$ cat config.mk
export PLATFORM = sky130hd
export DESIGN_NAME = fp_sub
export DESIGN_NICKNAME = d
export VERILOG_FILES = /design/src/rtl/fp_pkg.sv /design/src/rtl/fp_lzc.sv /design/src/rtl/fp_sub.sv
export SDC_FILE = /design/constraint.sdc
export NUM_CORES = 1
export LEC_CHECK = 0
export ABC_AREA = 1
export BUFFER_PORTS_ARGS = -buffer_cell sky130_fd_sc_hd__buf_4
export CAP_MARGIN = 20
export CORE_MARGIN = 5
export CORE_UTILIZATION = 44
export DETAILED_ROUTE_END_ITERATION = 6
export PLACE_DENSITY = 0.71
export SLEW_MARGIN = 20
export SYNTH_ARGS = -nofsm -noshare
export SYNTH_HDL_FRONTEND = slang
export SYNTH_HIERARCHICAL = 1
export SYNTH_SLANG_ARGS = --single-unit
$ cat constraint.sdc
create_clock -name clk -period 9.5 [get_ports clk]
set_input_delay 0.475 -clock clk [delete_from_list [all_inputs] [get_ports clk]]
set_output_delay 0.475 -clock clk [all_outputs]
set_load 0.02 [all_outputs]
$ cat src/rtl/fp_pkg.sv
// Shared widths, constants and operand layout for the single-precision subtractor.
package fp_pkg;

    localparam int unsigned EXP_W   = 8;
    localparam int unsigned FRAC_W  = 23;
    localparam int unsigned SIG_W   = FRAC_W + 1;
    localparam int unsigned ALN_W   = SIG_W + 3;
    localparam int unsigned MAG_W   = ALN_W + 1;
    localparam int unsigned LZ_W    = 5;
    localparam int unsigned BIAS    = 127;
    localparam int unsigned EXP_MAX = 255;
    localparam logic [31:0] QNAN    = 32'h7FC0_0000;

    typedef struct packed {
        logic             sign;
        logic [EXP_W-1:0] exp;
        logic [SIG_W-1:0] sig;
    } fp_unp_t;

    // Denormals collapse to zero significand; hidden bit restored otherwise.
    function automatic fp_unp_t fp_unpack(input logic [31:0] x);
        fp_unp_t u;
        u.sign = x[31];
        u.exp  = x[30:23];
        u.sig  = (x[30:23] == 8'd0) ? 24'd0 : {1'b1, x[22:0]};
        return u;
    endfunction

endpackage

$ cat src/rtl/fp_lzc.sv
// Combinational leading-zero counter over the 28-bit magnitude.
module fp_lzc
    import fp_pkg::*;
(
    input  logic [MAG_W-1:0] x,
    output logic [LZ_W-1:0]  lz_c
);

    logic found;

    always_comb begin
        lz_c  = LZ_W'(MAG_W);
        found = 1'b0;
        for (int i = int'(MAG_W) - 1; i >= 0; i--) begin
            if (!found && x[i]) begin
                lz_c  = LZ_W'(int'(MAG_W) - 1 - i);
                found = 1'b1;
            end
        end
    end

endmodule

$ cat src/rtl/fp_sub.sv
// Three-stage pipelined IEEE-754 single subtractor: align, add/sub, normalize/round/pack.
module fp_sub
    import fp_pkg::*;
#(
    parameter int unsigned N = 32
) (
    input  logic         clk,
    input  logic         rst_n,
    input  logic         in_valid,
    output logic         in_ready,
    input  logic [N-1:0] A,
    input  logic [N-1:0] B,
    output logic         out_valid,
    input  logic         out_ready,
    output logic [N-1:0] Diff,
    output logic [2:0]   flags
);

    localparam logic signed [9:0] EMAX_S = 10'(EXP_MAX);

    logic en;
    assign in_ready = !out_valid || out_ready;
    assign en       = in_ready;

    // S1: unpack, swap by magnitude, align smaller operand
    fp_unp_t          ua, ub, op1;
    logic [EXP_W-1:0] op2_exp, ediff;
    logic [SIG_W-1:0] op2_sig;
    logic [4:0]       shamt;
    logic [49:0]      wide;
    logic [ALN_W-1:0] aligned2;
    logic             nan_a, nan_b, inf_a, inf_b, a_ge, spec;
    logic [31:0]      spec_val;
    logic [2:0]       spec_flg;

    always_comb begin
        ua       = fp_unpack(A);
        ub       = fp_unpack(B);
        ub.sign  = ~B[N-1];
        nan_a    = (&A[30:23]) && (|A[22:0]);
        nan_b    = (&B[30:23]) && (|B[22:0]);
        inf_a    = (&A[30:23]) && !(|A[22:0]);
        inf_b    = (&B[30:23]) && !(|B[22:0]);
        a_ge     = {ua.exp, ua.sig} >= {ub.exp, ub.sig};
        op1      = a_ge ? ua : ub;
        op2_exp  = a_ge ? ub.exp : ua.exp;
        op2_sig  = a_ge ? ub.sig : ua.sig;
        ediff    = op1.exp - op2_exp;
        shamt    = (ediff > 8'd27) ? 5'd27 : ediff[4:0];
        wide     = {op2_sig, 26'd0} >> shamt;
        aligned2 = {wide[49:24], |wide[23:0]};

        spec     = nan_a || nan_b || inf_a || inf_b;
        spec_val = '0;
        spec_flg = '0;
        if (nan_a || nan_b || (inf_a && inf_b && (ua.sign != ub.sign))) begin
            spec_val = QNAN;
            spec_flg = 3'b100;
        end else if (inf_a) begin
            spec_val = {ua.sign, 8'hFF, 23'd0};
        end else begin
            spec_val = {ub.sign, 8'hFF, 23'd0};
        end
    end

    logic             s1_v, s1_sign, s1_sub, s1_spec;
    logic [EXP_W-1:0] s1_exp;
    logic [ALN_W-1:0] s1_m1, s1_m2;
    logic [31:0]      s1_sval;
    logic [2:0]       s1_sflg;

    // S2: magnitude add or subtract (op1 >= op2, never negative)
    logic [MAG_W-1:0] mag;
    assign mag = s1_sub ? ({1'b0, s1_m1} - {1'b0, s1_m2})
                        : ({1'b0, s1_m1} + {1'b0, s1_m2});

    logic             s2_v, s2_sign, s2_sub, s2_spec;
    logic [EXP_W-1:0] s2_exp;
    logic [MAG_W-1:0] s2_mag;
    logic [31:0]      s2_sval;
    logic [2:0]       s2_sflg;

    // S3: normalize, round to nearest even, pack with range checks
    logic [LZ_W-1:0]   lz;
    logic [ALN_W-1:0]  norm;
    logic signed [9:0] exp_n, exp_r;
    logic [24:0]       man;
    logic              up;
    logic [22:0]       frac;
    logic [31:0]       res;
    logic [2:0]        flg;

    fp_lzc u_lzc (
        .x    (s2_mag),
        .lz_c (lz)
    );

    always_comb begin
        norm  = '0;
        exp_n = '0;
        exp_r = '0;
        man   = '0;
        up    = 1'b0;
        frac  = '0;
        res   = '0;
        flg   = '0;
        if (s2_spec) begin
            res = s2_sval;
            flg = s2_sflg;
        end else if (s2_mag == '0) begin
            res = {s2_sign & ~s2_sub, 31'd0};
        end else begin
            if (s2_mag[MAG_W-1]) begin
                norm  = {s2_mag[27:2], s2_mag[1] | s2_mag[0]};
                exp_n = signed'({2'b00, s2_exp}) + 10'sd1;
            end else begin
                norm  = ALN_W'(s2_mag << (lz - 5'd1));
                exp_n = signed'({2'b00, s2_exp}) - signed'({5'd0, lz}) + 10'sd1;
            end
            up    = norm[2] & (norm[1] | norm[0] | norm[3]);
            man   = {1'b0, norm[26:3]} + 25'(up);
            exp_r = exp_n + signed'({9'd0, man[24]});
            frac  = man[24] ? man[23:1] : man[22:0];
            if (exp_r >= EMAX_S) begin
                res = {s2_sign, 8'hFF, 23'd0};
                flg = 3'b010;
            end else if (exp_r <= 10'sd0) begin
                res = {s2_sign, 31'd0};
                flg = 3'b001;
            end else begin
                res = {s2_sign, exp_r[7:0], frac};
            end
        end
    end

    // Valid chain and output registers; all advance together on the single enable
    always_ff @(posedge clk) begin
        if (!rst_n) begin
            s1_v      <= 1'b0;
            s2_v      <= 1'b0;
            out_valid <= 1'b0;
            Diff      <= '0;
            flags     <= '0;
        end else if (en) begin
            s1_v      <= in_valid;
            s2_v      <= s1_v;
            out_valid <= s2_v;
            Diff      <= s2_v ? N'(res) : '0;
            flags     <= s2_v ? flg : 3'b000;
        end
    end

    always_ff @(posedge clk) begin
        if (en) begin
            s1_sign <= op1.sign;
            s1_sub  <= ua.sign ^ ub.sign;
            s1_exp  <= op1.exp;
            s1_m1   <= {op1.sig, 3'b000};
            s1_m2   <= aligned2;
            s1_spec <= spec;
            s1_sval <= spec_val;
            s1_sflg <= spec_flg;
            s2_sign <= s1_sign;
            s2_sub  <= s1_sub;
            s2_exp  <= s1_exp;
            s2_mag  <= mag;
            s2_spec <= s1_spec;
            s2_sval <= s1_sval;
            s2_sflg <= s1_sflg;
        end
    end

endmodule

After elaboration in Yosys (flattened, before gate mapping)
Index checks and enable logic that the tools add are counted.
Widths: inputs -> output; s select.
- add/subtract/negate cells: 9
- magnitude comparators: 4
- equality and inequality tests: 1
- shift-type cells: 2
- multiplexer cells: 81
- bitwise logic cells: 8
- reductions and logical operators: 76
- operators with widths (cell ; count):
    $mux 5 ; 29
    $mux 32 ; 4
    $mux 27 ; 3
    $mux 24 ; 3
    $mux 31 ; 2
    $shr 50x5->50 ; 1
    $reduce_or 23->1 ; 2
    $logic_and 1x1->1 ; 33
    $mux 33 ; 1
    $ge 32x32->1 ; 1
    $logic_not 1->1 ; 30
    $mux 10 ; 3
    $add 27x27->28 ; 1
    $logic_not 28->1 ; 1
    $mux 1 ; 28
    $mux 28 ; 1
    $shl 28x5->27 ; 1
    $sub 27x27->28 ; 1
    $add 24x1->25 ; 1
    $reduce_or 24->1 ; 1
    $mux 23 ; 1
    $logic_not 8->1 ; 2
    $reduce_and 8->1 ; 2
    $add 10x2->10 ; 1
    other kinds (17) ; 28
- register bits: 209
- input port bits: 68
- output and inout port bits: 37
- word-level logic and storage cells: 201

Longest topological paths before layout
Gate-level depths: netlist of run 1.
- depth in word-level cells: 98
- gate-level depth with buffers: 52
- gate-level depth less buffers: 51

Cells and area by module
The synthesis of run 1 kept the hierarchy.
- modules (own cells, without submodules) (module ; times used ; cells an instance ; area each (µm²) ; sequential area each (µm²)):
    fp_sub ; 1 ; 1997 ; 13639.3 ; 3973.8
    fp_lzc ; 1 ; 77 ; 467.9 ; 0.0

Worst setup path before layout of run 1
No wires, ideal clock.
- kind: register -> register
- start: register s2_mag[24]
- end: register Diff[11]
- library setup time: 0.070 ns
- data arrival time: 6.759 ns
- required time: 9.430 ns
- slack: 2.670 ns
- stages on the path, launching flop included: 52
- buffers on the path: 3
- period minus slack after synthesis: 6.830 ns
- cell sequence: edfxtp_1 -> nor2_2 -> nand2_2 -> nor2_4 -> nand4_4 -> nor2_4 -> nand4_4 -> nor2_4 -> nand4_4 -> nor2_4 -> nand4_2 -> nor2_4 -> nand4_1 -> nand2_1 -> buf_4 -> inv_2 -> ha_1 -> nand3_2 -> [... 16 more ...] -> nand4_2 -> nor2_4 -> ha_1 -> ha_1 -> and3_1 -> inv_1 -> or2_1 -> or2_1 -> nor3_2 -> xor2_1 -> nand3b_1 -> nand2_1 -> inv_2 -> nand3_2 -> clkinv_2 -> buf_6 -> nand4_1 -> a21oi_1
- cells in the longest elaborated chain, start to end: 90
- elaborated cells on any way between the ends: 122
- those cells by class: add/sub (5); order compare (2); shift (1); mux (61); bitwise (3); reduce/logical (50)
- RTL lines (what ; RTL line ; source):
    from (decl) ; fp_sub.sv:79 ; logic [MAG_W-1:0] s2_mag;
    from (signal assigned) ; fp_sub.sv:166 ; s2_mag <= mag;
    $logic_and 1x1->1 * ; fp_lzc.sv:15 ; if (!found && x[i]) begin
    $mux 1 ; fp_lzc.sv:15 ;
    $logic_not 1->1 ; fp_lzc.sv:15 ;
    $logic_and 1x1->1 ; fp_lzc.sv:15 ;
    $mux 1 ; fp_lzc.sv:15 ;
    $logic_not 1->1 ; fp_lzc.sv:15 ;
    $logic_and 1x1->1 ; fp_lzc.sv:15 ;
    $mux 1 ; fp_lzc.sv:15 ;
    [... 66 more ...] ; -- ;
    named net lz[0] ; fp_sub.sv:84 ; logic [LZ_W-1:0] lz;
    [... 8 more ...] ; -- ;
    $add 24x1->25 ; fp_sub.sv:121 ; man = {1'b0, norm[26:3]} + 25'(up);
    $add 10x2->10 ; fp_sub.sv:122 ; exp_r = exp_n + signed'({9'd0, man[24]});
    $le 10x1->1 ; fp_sub.sv:127 ; end else if (exp_r <= 10'sd0) begin
    $mux 31 ; fp_sub.sv:127 ;
    $mux 31 * ; fp_sub.sv:124 ; if (exp_r >= EMAX_S) begin
    $mux 32 * ; fp_sub.sv:110 ; end else if (s2_mag == '0) begin
    $mux 32 * ; fp_sub.sv:107 ; if (s2_spec) begin
    $mux 32 * ; fp_sub.sv:148 ; Diff <= s2_v ? N'(res) : '0;
    to (signal assigned) ; fp_sub.sv:148 ;
    to (decl) ; fp_sub.sv:15 ; output logic [N-1:0] Diff,
The timed path passes the listed nets; every way through them passes the cells marked *. The select of a mux whose other input is x is not followed.
A chain may end at the register's enable or synchronous reset.

Worst setup path after layout of run 1
- start: register s2_mag[27]
- end: register Diff[21]
- cells in the longest elaborated chain, start to end: 98
- elaborated cells on any way between the ends: 133
- those cells by class: add/sub (5); order compare (2); shift (1); mux (67); bitwise (3); reduce/logical (55)
- RTL lines (what ; RTL line):
    $mux 1 * ; fp_lzc.sv:15
    $logic_not 1->1 ; fp_lzc.sv:15
    $logic_and 1x1->1 ; fp_lzc.sv:15
    $mux 1 ; fp_lzc.sv:15
    $logic_not 1->1 ; fp_lzc.sv:15
    $logic_and 1x1->1 ; fp_lzc.sv:15
    $mux 1 ; fp_lzc.sv:15
    $logic_not 1->1 ; fp_lzc.sv:15
    [... 74 more ...] ; --
    named net lz[1] ; fp_sub.sv:84
    [... 8 more ...] ; --
    $add 24x1->25 ; fp_sub.sv:121
    $add 10x2->10 ; fp_sub.sv:122
    $le 10x1->1 ; fp_sub.sv:127
    $mux 31 ; fp_sub.sv:127
    $mux 31 * ; fp_sub.sv:124
    $mux 32 * ; fp_sub.sv:110
    $mux 32 * ; fp_sub.sv:107
    $mux 32 * ; fp_sub.sv:148
Marks and branches as above.

==> results of run 1 <==
cell type report:
| class | count | area, um^2 | share of cell area [%] |
|---|---|---|---|
| tap | 402 | 503.0 | 3.211 |
| sequential | 145 | 3974 | 25.37 |
| clock buffer | 17 | 425.4 | 2.716 |
| timing repair buffer | 115 | 880.8 | 5.624 |
| multi-input combinational | 1562 | 8650 | 55.22 |
| inverter | 285 | 1077 | 6.878 |
| clock inverter | 15 | 152.6 | 0.9746 |
metal layers:
metal / up-vias / track usage (%) / wire, um
li1: 7053 / - / -
met1: 6436 / 27.44 / 17500
met2: 486 / 41.74 / 20990
met3: 121 / 2.636 / 2081
met4: 0 / 14.32 / 2870
met5: - / 0 / 0
critical path: cells and delay by family (launching register included):
kind | cells | cell delay [ns]
muxes | 1 | 0.17
buffers and inverters | 6 | 0.98
DFF | 1 | 0.67
adders and majority gates | 4 | 0.88
and+or+nand+nor | 26 | 4.39
AOI/OAI and AO/OA | 6 | 1.22
xor gates and xnor gates | 1 | 0.12
state kept, by name (all words and copies together) (netlist names), 2 cells and up:
| name | cells |
|---|---|
| s2_exp | 8 |
| s1_m1 | 24 |
| s1_m2 | 27 |
| s2_sval | 2 |
| s1_exp | 8 |
| s2_mag | 28 |
| s1_sval | 2 |
| flags | 3 |
| Diff | 32 |
cell families (layout without fill, tap and decap cells):
family | count (synthesis) | count (layout) | synth area share (%)
mux | 12 | 12 | 0.8515
compound gates | 401 | 401 | 16.15
xor+xnor | 60 | 60 | 3.885
flops | 145 | 145 | 28.17
simple gates | 994 | 994 | 31.88
buf+inv | 367 | 432 | 10.54
fa+ha+maj | 95 | 95 | 8.532
power groups by stage:
| stage | clock [mW] | combinational [mW] | sequential (mW) |
|---|---|---|---|
| 6_report | 0.654 | 2.48 | 0.960 |
| 5_1_grt | 0.693 | 2.74 | 0.972 |
| 4_1_cts | 0.664 | 2.45 | 0.957 |
| 3_5_place_dp | 0 | 2.44 | 0.970 |
| 3_3_place_gp | 0 | 2.45 | 0.966 |
| 2_1_floorplan | 0 | 1.77 | 0.918 |
path summary, 6_finish.rpt:
path                   start   endpoint  slack [ns]  depth (start not counted)
setup reg to reg  s2_mag[27]   Diff[21]        0.99                         44
hold / removal      in_valid       s1_v        0.30                          3
hold reg to reg    s1_exp[6]  s2_exp[6]        0.42                          0
setup / recovery  s2_mag[27]   Diff[21]        0.99                         44
placed cells by master (no fill, tap or decap), types with 5 or more instances in the layout:
cell type / instances
ha_1: 93
a31oi_1: 18
nand3_1: 205
o22ai_1: 11
xor2_1: 40
nor2_4: 6
xnor2_1: 17
clkbuf_16: 18
o21bai_1: 6
nor2_1: 145
nor4_1: 15
or2_2: 6
mux2i_1: 12
a221oi_1: 8
nand3b_1: 6
buf_4: 114
o211ai_1: 17
nand4_1: 39
o21a_1: 6
inv_2: 12
a21oi_1: 122
inv_1: 265
nand2_1: 509
nand2_2: 10
nand3_2: 5
dfxtp_1: 38
nor3_1: 12
nor2_2: 8
o21ai_1: 12
o21ai_0: 165
edfxtp_1: 107
a21boi_0: 7
metrics by stage:
step	total power, mW	setup slack, ns	hold slack, ns
after floorplan	2.688	2.670	0.4003
after global placement	3.419	1.515	0.4011
after detailed placement	3.406	1.186	0.4045
after CTS	4.071	1.105	0.3054
after global routing	4.405	0.3072	0.3243
final	4.094	0.9917	0.2983
==> impl_results.html, run 1 <==
<table>
<tr><th>Metric</th><th>Value</th></tr>
<tr><th colspan="2">Die</th></tr>
<tr><td>Site row count</td><td>65</td></tr>
<tr><td>Core outline area</td><td>0.03164 mm^2</td></tr>
<tr><td>Ports</td><td>105</td></tr>
<tr><td>Effective utilization at floorplan</td><td>44.59%</td></tr>
<tr><td>Die Span Y</td><td>189.1 um</td></tr>
<tr><td>DIE WIDTH</td><td>189.1 um</td></tr>
<tr><td>Die area</td><td>about 0.036 mm^2</td></tr>
<tr><th colspan="2">Global routing</th></tr>
<tr><td>Vias in the first global route</td><td>roughly 13000</td></tr>
<tr><td>Global-route congestion overflow total</td><td>0</td></tr>
<tr><td>Total routing usage reported by global routing</td><td>23.61%</td></tr>
<tr><td>Global-route wire length before repair</td><td>68440 um</td></tr>
<tr><td>Largest net degree at the start of global routing</td><td>100</td></tr>
<tr><td>Antenna violations before repair</td><td>0</td></tr>
<tr><th colspan="2">STA</th></tr>
<tr><td>Peak Freq</td><td>117.5 MHz</td></tr>
<tr><td>Final period util</td><td>about nine tenths</td></tr>
<tr><td>Setup TNS</td><td>0 ns</td></tr>
<tr><td>Slew of the pin with the lowest slew margin</td><td>1.009 ns</td></tr>
<tr><td>Slew HR</td><td>32.74%</td></tr>
<tr><td>Slew Viols, Final</td><td>0</td></tr>
<tr><td>Final number of hold-violating endpoints</td><td>0</td></tr>
<tr><td>Minimum clock period after layout</td><td>8.508 ns</td></tr>
<tr><td>Total setup violations reported at the end of the flow</td><td>0</td></tr>
<tr><td>RSZ-0062 raised after global routing</td><td>no</td></tr>
<tr><td>Clock skew</td><td>0.01696 ns</td></tr>
<tr><th colspan="2">Place</th></tr>
<tr><td>DP HPWL</td><td>35010 um</td></tr>
<tr><td>Cell area after placement</td><td>0.01506 mm^2</td></tr>
<tr><td>Dpl cells</td><td>approximately 2500</td></tr>
<tr><td>Port Buffer Count</td><td>approximately 100</td></tr>
<tr><td>Routability cong.</td><td>0.9816</td></tr>
<tr><th colspan="2">Final layout</th></tr>
<tr><td>Signed area change from the synthesized netlist to the final layout</td><td>11.02%</td></tr>
<tr><td>Layout cell share with drive strength beyond 1</td><td>10.33%</td></tr>
<tr><td>Final std cells w/o fill</td><td>roughly 2500</td></tr>
<tr><td>Post-layout nets</td><td>around 2300</td></tr>
<tr><td>Util after Layout</td><td>49.51%</td></tr>
<tr><td>Count of inserted antenna diode cells</td><td>0</td></tr>
<tr><td>Fillcell total</td><td>3153</td></tr>
<tr><td>Final std cell area, no fill</td><td>0.01566 mm^2</td></tr>
<tr><th colspan="2">Clocking</th></tr>
<tr><td>Clock-pin slew reported for the worst setup and hold paths after clock tree synthesis</td><td>0.07 ns</td></tr>
<tr><td>Clock buffers created by TritonCTS</td><td>17</td></tr>
<tr><td>CTS tree</td><td>yes</td></tr>
<tr><td>CTS sink cnt</td><td>145</td></tr>
<tr><td>Clock root buffer</td><td>clkbuf_16</td></tr>
<tr><td>Depth of the CTS H-tree</td><td>4</td></tr>
<tr><td>Worst-Skew Late Latency</td><td>0.43 ns</td></tr>
<tr><td>Post-cts resize count</td><td>0</td></tr>
<tr><td>Postcts setup bufs</td><td>0</td></tr>
<tr><td>Hold_buf cts</td><td>0</td></tr>
<tr><td>Max Root-Sink Buffers</td><td>2</td></tr>
<tr><th colspan="2">Pwr</th></tr>
<tr><td>Share of total power in sequential cells</td><td>23.4%</td></tr>
<tr><td>Leakage</td><td>between 7 and 8 nW</td></tr>
<tr><td>VDD IR-drop max</td><td>147.9 uV</td></tr>
<tr><td>Relative contribution of the clock network to total power</td><td>16.0%</td></tr>
<tr><td>Share of total power consumed by net switching</td><td>52.25%</td></tr>
<tr><td>Internal power component</td><td>1.955 mW</td></tr>
<tr><td>Combinational cell fraction of total power</td><td>60.6%</td></tr>
<tr><td>Power density relative to cell area</td><td>261.4 mW/mm^2</td></tr>
<tr><td>Reported net switching power</td><td>2.139 mW</td></tr>
<tr><th colspan="2">Logic synthesis</th></tr>
<tr><td>Ys flop type</td><td>edfxtp_1</td></tr>
<tr><td>Most instantiated cells after synthesis</td><td>nand2_1 (509), inv_1 (266), nand3_1 (205)</td></tr>
<tr><td>Synth area leaders</td><td>edfxtp_1 (23%), nand2_1 (14%), ha_1 (8.2%)</td></tr>
<tr><td>Synth Cell Area</td><td>0.01411 mm^2</td></tr>
<tr><td>Post-synth cell types</td><td>69</td></tr>
<tr><td>Async set-or-reset flop fraction in the synthesized netlist</td><td>0%</td></tr>
<tr><td>Synthesized instance count</td><td>about 2100</td></tr>
<tr><td>Avg Synthesized Cell Area</td><td>between 6 and 7 um^2</td></tr>
<tr><td>Share of the yosys chip area belonging to registers</td><td>28.17%</td></tr>
<tr><td>Synthesized net count</td><td>2237</td></tr>
<tr><td>Synth area leader</td><td>edfxtp_1</td></tr>
<tr><td>Area share of the leading cell type in the synthesized netlist</td><td>22.78%</td></tr>
<tr><td>Synthesis-stage register bit count</td><td>145</td></tr>
<tr><td>Most common cell in the netlist</td><td>nand2_1</td></tr>
<tr><td>Number of flops mapped to enable cells by yosys</td><td>approximately 110</td></tr>
<tr><td>Synthesis warning total</td><td>6</td></tr>
<tr><th colspan="2">Route</th></tr>
<tr><td>Via density</td><td>5.547</td></tr>
<tr><td>DR WL/cell</td><td>17.10 um</td></tr>
<tr><td>Number of design rule violations left after detail routing</td><td>0</td></tr>
<tr><td>Total Routed Length</td><td>43440 um</td></tr>
<tr><td>Violation count after the first detailed-route iteration</td><td>1156</td></tr>
<tr><td>Via Count</td><td>14100</td></tr>
<tr><td>Router iterations before antenna repair</td><td>6</td></tr>
<tr><td>Final antenna-violating net count</td><td>0</td></tr>
<tr><th colspan="2">Worst setup path</th></tr>
<tr><td>Delay of the slowest cell on the worst path</td><td>0.67 ns</td></tr>
<tr><td>Sort of element at the start of the critical path</td><td>flip-flop</td></tr>
<tr><td>Type of element capturing the critical path</td><td>flip-flop</td></tr>
<tr><td>Worst endpoint required time</td><td>around 10 ns</td></tr>
<tr><td>Critical path's most frequent cell</td><td>nor2_4</td></tr>
<tr><td>Classification of the worst setup path</td><td>flip-flop to flip-flop</td></tr>
<tr><td>Largest fanout on the critical path</td><td>24</td></tr>
<tr><td>Worst EP arrival</td><td>8.88 ns</td></tr>
<tr><td>Worst-path cell with the longest stage delay</td><td>edfxtp_1</td></tr>
<tr><th colspan="2">Job</th></tr>
<tr><td>Max-capacitance violation count</td><td>0</td></tr>
<tr><th colspan="2">Run status</th></tr>
<tr><td>Result of the run</td><td>complete, no violations</td></tr>
<tr><th colspan="2">Hold path</th></tr>
<tr><td>Worst hold-check path type</td><td>input pin to flip-flop</td></tr>
</table>
(Power assumes the default switching activity.)
==> run 2: changes to the inputs <==
--- a/config.mk
+++ b/config.mk
@@ -10,8 +10,9 @@
 export CAP_MARGIN = 20
 export CORE_MARGIN = 5
 export CORE_UTILIZATION = 44
+export CTS_CLUSTER_DIAMETER = 30
 export DETAILED_ROUTE_END_ITERATION = 6
-export PLACE_DENSITY = 0.71
+export PLACE_DENSITY = 0.6
 export SLEW_MARGIN = 20
 export SYNTH_ARGS = -nofsm -noshare
 export SYNTH_HDL_FRONTEND = slang
==> run 2 against run 1 <==
Effect of this change: combinational power fell by 2%; clock skew fell by 0.0099 ns; die area did not move; sequential power fell by 0.7%; register-to-register slack improved by 0.30 ns; final area barely moved; cell count barely moved; count of clock-buffer cells in the layout rose by 5; largest power group unchanged.
==> impl_results.html, run 2 (synthesized netlist as in run 1, its figures left out) <==
<table>
<tr><th>Metric</th><th>Value</th></tr>
<tr><th colspan="2">Run status</th></tr>
<tr><td>Result of the run</td><td>complete, no violations</td></tr>
<tr><th colspan="2">STA</th></tr>
<tr><td>Final period util</td><td>~86%</td></tr>
<tr><td>RSZ-0062 raised after global routing</td><td>no</td></tr>
<tr><td>Slew Viols, Final</td><td>0</td></tr>
<tr><td>Setup TNS</td><td>0 ns</td></tr>
<tr><td>Clock skew</td><td>between 0.007 and 0.008 ns</td></tr>
<tr><td>Minimum clock period after layout</td><td>roughly 8 ns</td></tr>
<tr><td>Slew HR</td><td>32.69%</td></tr>
<tr><td>Slew of the pin with the lowest slew margin</td><td>~1.0 ns</td></tr>
<tr><td>Hold slack</td><td>0.3244 ns</td></tr>
<tr><td>Final number of hold-violating endpoints</td><td>0</td></tr>
<tr><td>Peak Freq</td><td>121.8 MHz</td></tr>
<tr><td>Total setup violations reported at the end of the flow</td><td>0</td></tr>
<tr><th colspan="2">Global routing</th></tr>
<tr><td>Largest net degree at the start of global routing</td><td>100</td></tr>
<tr><td>Antenna violations before repair</td><td>0</td></tr>
<tr><td>Vias in the first global route</td><td>12990</td></tr>
<tr><td>Global-route congestion overflow total</td><td>0</td></tr>
<tr><td>Global-route wire length before repair</td><td>68670 um</td></tr>
<tr><td>Total routing usage reported by global routing</td><td>roughly a quarter</td></tr>
<tr><th colspan="2">Worst setup path</th></tr>
<tr><td>Classification of the worst setup path</td><td>flip-flop to flip-flop</td></tr>
<tr><td>Worst-path cell with the longest stage delay</td><td>nor2_2</td></tr>
<tr><td>Worst endpoint required time</td><td>9.84 ns</td></tr>
<tr><td>Critical path's most frequent cell</td><td>nor2_4</td></tr>
<tr><td>Number of cells on the worst reg-to-reg path</td><td>49</td></tr>
<tr><td>Largest fanout on the critical path</td><td>18</td></tr>
<tr><td>Register-to-register setup slack</td><td>1.29 ns</td></tr>
<tr><td>Type of element capturing the critical path</td><td>flip-flop</td></tr>
<tr><td>Worst EP arrival</td><td>8.55 ns</td></tr>
<tr><td>Delay of the slowest cell on the worst path</td><td>0.42 ns</td></tr>
<tr><td>Sort of element at the start of the critical path</td><td>flip-flop</td></tr>
<tr><th colspan="2">Pwr</th></tr>
<tr><td>Share of total power in sequential cells</td><td>around a quarter</td></tr>
<tr><td>Relative contribution of the clock network to total power</td><td>between 10% and 20%</td></tr>
<tr><td>Reported net switching power</td><td>2.080 mW</td></tr>
<tr><td>Share of total power consumed by net switching</td><td>51.45%</td></tr>
<tr><td>Combinational cell fraction of total power</td><td>between 60% and 70%</td></tr>
<tr><td>Leakage</td><td>between 7 and 8 nW</td></tr>
<tr><td>Power density relative to cell area</td><td>258.0 mW/mm^2</td></tr>
<tr><td>VDD IR-drop max</td><td>roughly 130 uV</td></tr>
<tr><td>Internal power component</td><td>around 2 mW</td></tr>
<tr><th colspan="2">Route</th></tr>
<tr><td>Final antenna-violating net count</td><td>0</td></tr>
<tr><td>Violation count after the first detailed-route iteration</td><td>907</td></tr>
<tr><td>Number of design rule violations left after detail routing</td><td>0</td></tr>
<tr><td>Via Count</td><td>13790</td></tr>
<tr><td>Router iterations before antenna repair</td><td>6</td></tr>
<tr><td>DR WL/cell</td><td>17.13 um</td></tr>
<tr><td>Via density</td><td>5.422</td></tr>
<tr><td>Total Routed Length</td><td>43560 um</td></tr>
<tr><th colspan="2">Final layout</th></tr>
<tr><td>Count of inserted antenna diode cells</td><td>0</td></tr>
<tr><td>Most frequent standard cell in the layout excluding fill and tap cells</td><td>nand2_1</td></tr>
<tr><td>Max reg flops</td><td>32</td></tr>
<tr><td>Register name with the most flops</td><td>Diff</td></tr>
<tr><td>Leading registers by flop count</td><td>Diff (32), s2_mag (28), s1_m2 (27)</td></tr>
<tr><td>Final std cells w/o fill</td><td>2543</td></tr>
<tr><td>Layout cell share with drive strength beyond 1</td><td>10.42%</td></tr>
<tr><td>Signed area change from the synthesized netlist to the final layout</td><td>11.10%</td></tr>
<tr><td>Most frequent cells in the layout</td><td>nand2_1 (509), inv_1 (265), nand3_1 (205)</td></tr>
<tr><td>Post-layout nets</td><td>2291</td></tr>
<tr><th colspan="2">Clocking</th></tr>
<tr><td>Max Root-Sink Buffers</td><td>2</td></tr>
<tr><td>Clock-pin slew reported for the worst setup and hold paths after clock tree synthesis</td><td>0.06 ns</td></tr>
<tr><td>Worst-Skew Late Latency</td><td>0.42 ns</td></tr>
<tr><td>Clock buffers created by TritonCTS</td><td>17</td></tr>
<tr><td>Postcts setup bufs</td><td>0</td></tr>
<tr><td>CTS sink cnt</td><td>145</td></tr>
<tr><td>Post-cts resize count</td><td>0</td></tr>
<tr><td>Hold_buf cts</td><td>0</td></tr>
<tr><td>Clock root buffer</td><td>clkbuf_16</td></tr>
<tr><td>CTS tree</td><td>yes</td></tr>
<tr><td>Depth of the CTS H-tree</td><td>4</td></tr>
<tr><th colspan="2">Place</th></tr>
<tr><td>Port Buffer Count</td><td>about 100</td></tr>
<tr><td>DP HPWL</td><td>35490 um</td></tr>
<tr><td>Dpl cells</td><td>roughly 2500</td></tr>
<tr><td>Routability cong.</td><td>0.9676</td></tr>
<tr><th colspan="2">Die</th></tr>
<tr><td>Die area</td><td>0.03574 mm^2</td></tr>
<tr><td>DIE WIDTH</td><td>189.1 um</td></tr>
<tr><td>Die Span Y</td><td>189.1 um</td></tr>
<tr><td>Effective utilization at floorplan</td><td>44.59%</td></tr>
<tr><td>Site row count</td><td>65</td></tr>
<tr><td>Core outline area</td><td>0.03164 mm^2</td></tr>
<tr><td>Ports</td><td>105</td></tr>
<tr><th colspan="2">Hold path</th></tr>
<tr><td>Worst hold-check path type</td><td>input pin to flip-flop</td></tr>
<tr><td>Hold path cells</td><td>3</td></tr>
<tr><th colspan="2">Job</th></tr>
<tr><td>Max-capacitance violation count</td><td>0</td></tr>
</table>
run 2: changes by cell type in the layout (fill, tap and decap cells not counted), sizes merged:
cell and delta:
clkinvlp -2, clkinv -4, bufinv -1, inv +2
clkbuf +4, buf +3
run 2: path summary, 6_finish.rpt:
path,start,to
max,s2_mag[27],Diff[21]
max reg2reg,s2_mag[27],Diff[21]
min reg2reg,s1_sflg[2],s2_sflg[2]
min,in_valid,s1_v
run 2: layout make-up:
cell class              instances  area [um^2]
repair buffers                117        898.4
fillers                      3222        15960
flip-flops and latches        145         3974
clock buffers                  22        499.2
multi-input cells            1562         8655
clock inverters                10        67.56
well taps                     402        503.0
inverters                     285         1077
run 2: stage by stage:
stage                     utilization [%]  instance area (um^2)  power [mW]  worst slack [ns]
after floorplan                         -                 14110       2.688             2.670
after global placement              47.66                 15080       3.390             1.434
after detailed placement            47.75                 15110       3.368             1.308
after CTS                           49.54                 15670       4.029             1.285
after global routing                49.54                 15670       4.361            0.4465
final                               49.54                 15670       4.043             1.288
run 2: metal layers:
metal / vias up / GRT usage, % / part of all wire [%]
met5: - / 0 / 0
met3: 75 / 2.268 / 3.1
met4: 0 / 9.333 / 3.8
met2: 345 / 42.49 / 49
li1: 7065 / - / -
met1: 6302 / 30.12 / 44
run 2: critical path, delay by kind of cell, from the launching register on:
kind / cells / cell delay, ns
flip-flops: 1 / 0.35
AND/OR/NAND/NOR: 30 / 4.84
adder cells (fa/ha/maj): 4 / 0.79
AO/OA/AOI/OAI: 4 / 0.54
buffers and inverters: 9 / 1.14
XOR/XNOR: 2 / 0.46
run 2: power by group through the flow:
stage	sequential [mW]	combinational, mW	clock [mW]
finish	0.953	2.44	0.649
global route	0.965	2.71	0.689
CTS	0.950	2.42	0.664
detailed placement	0.963	2.41	0
global placement	0.957	2.43	0
floorplan	0.918	1.77	0
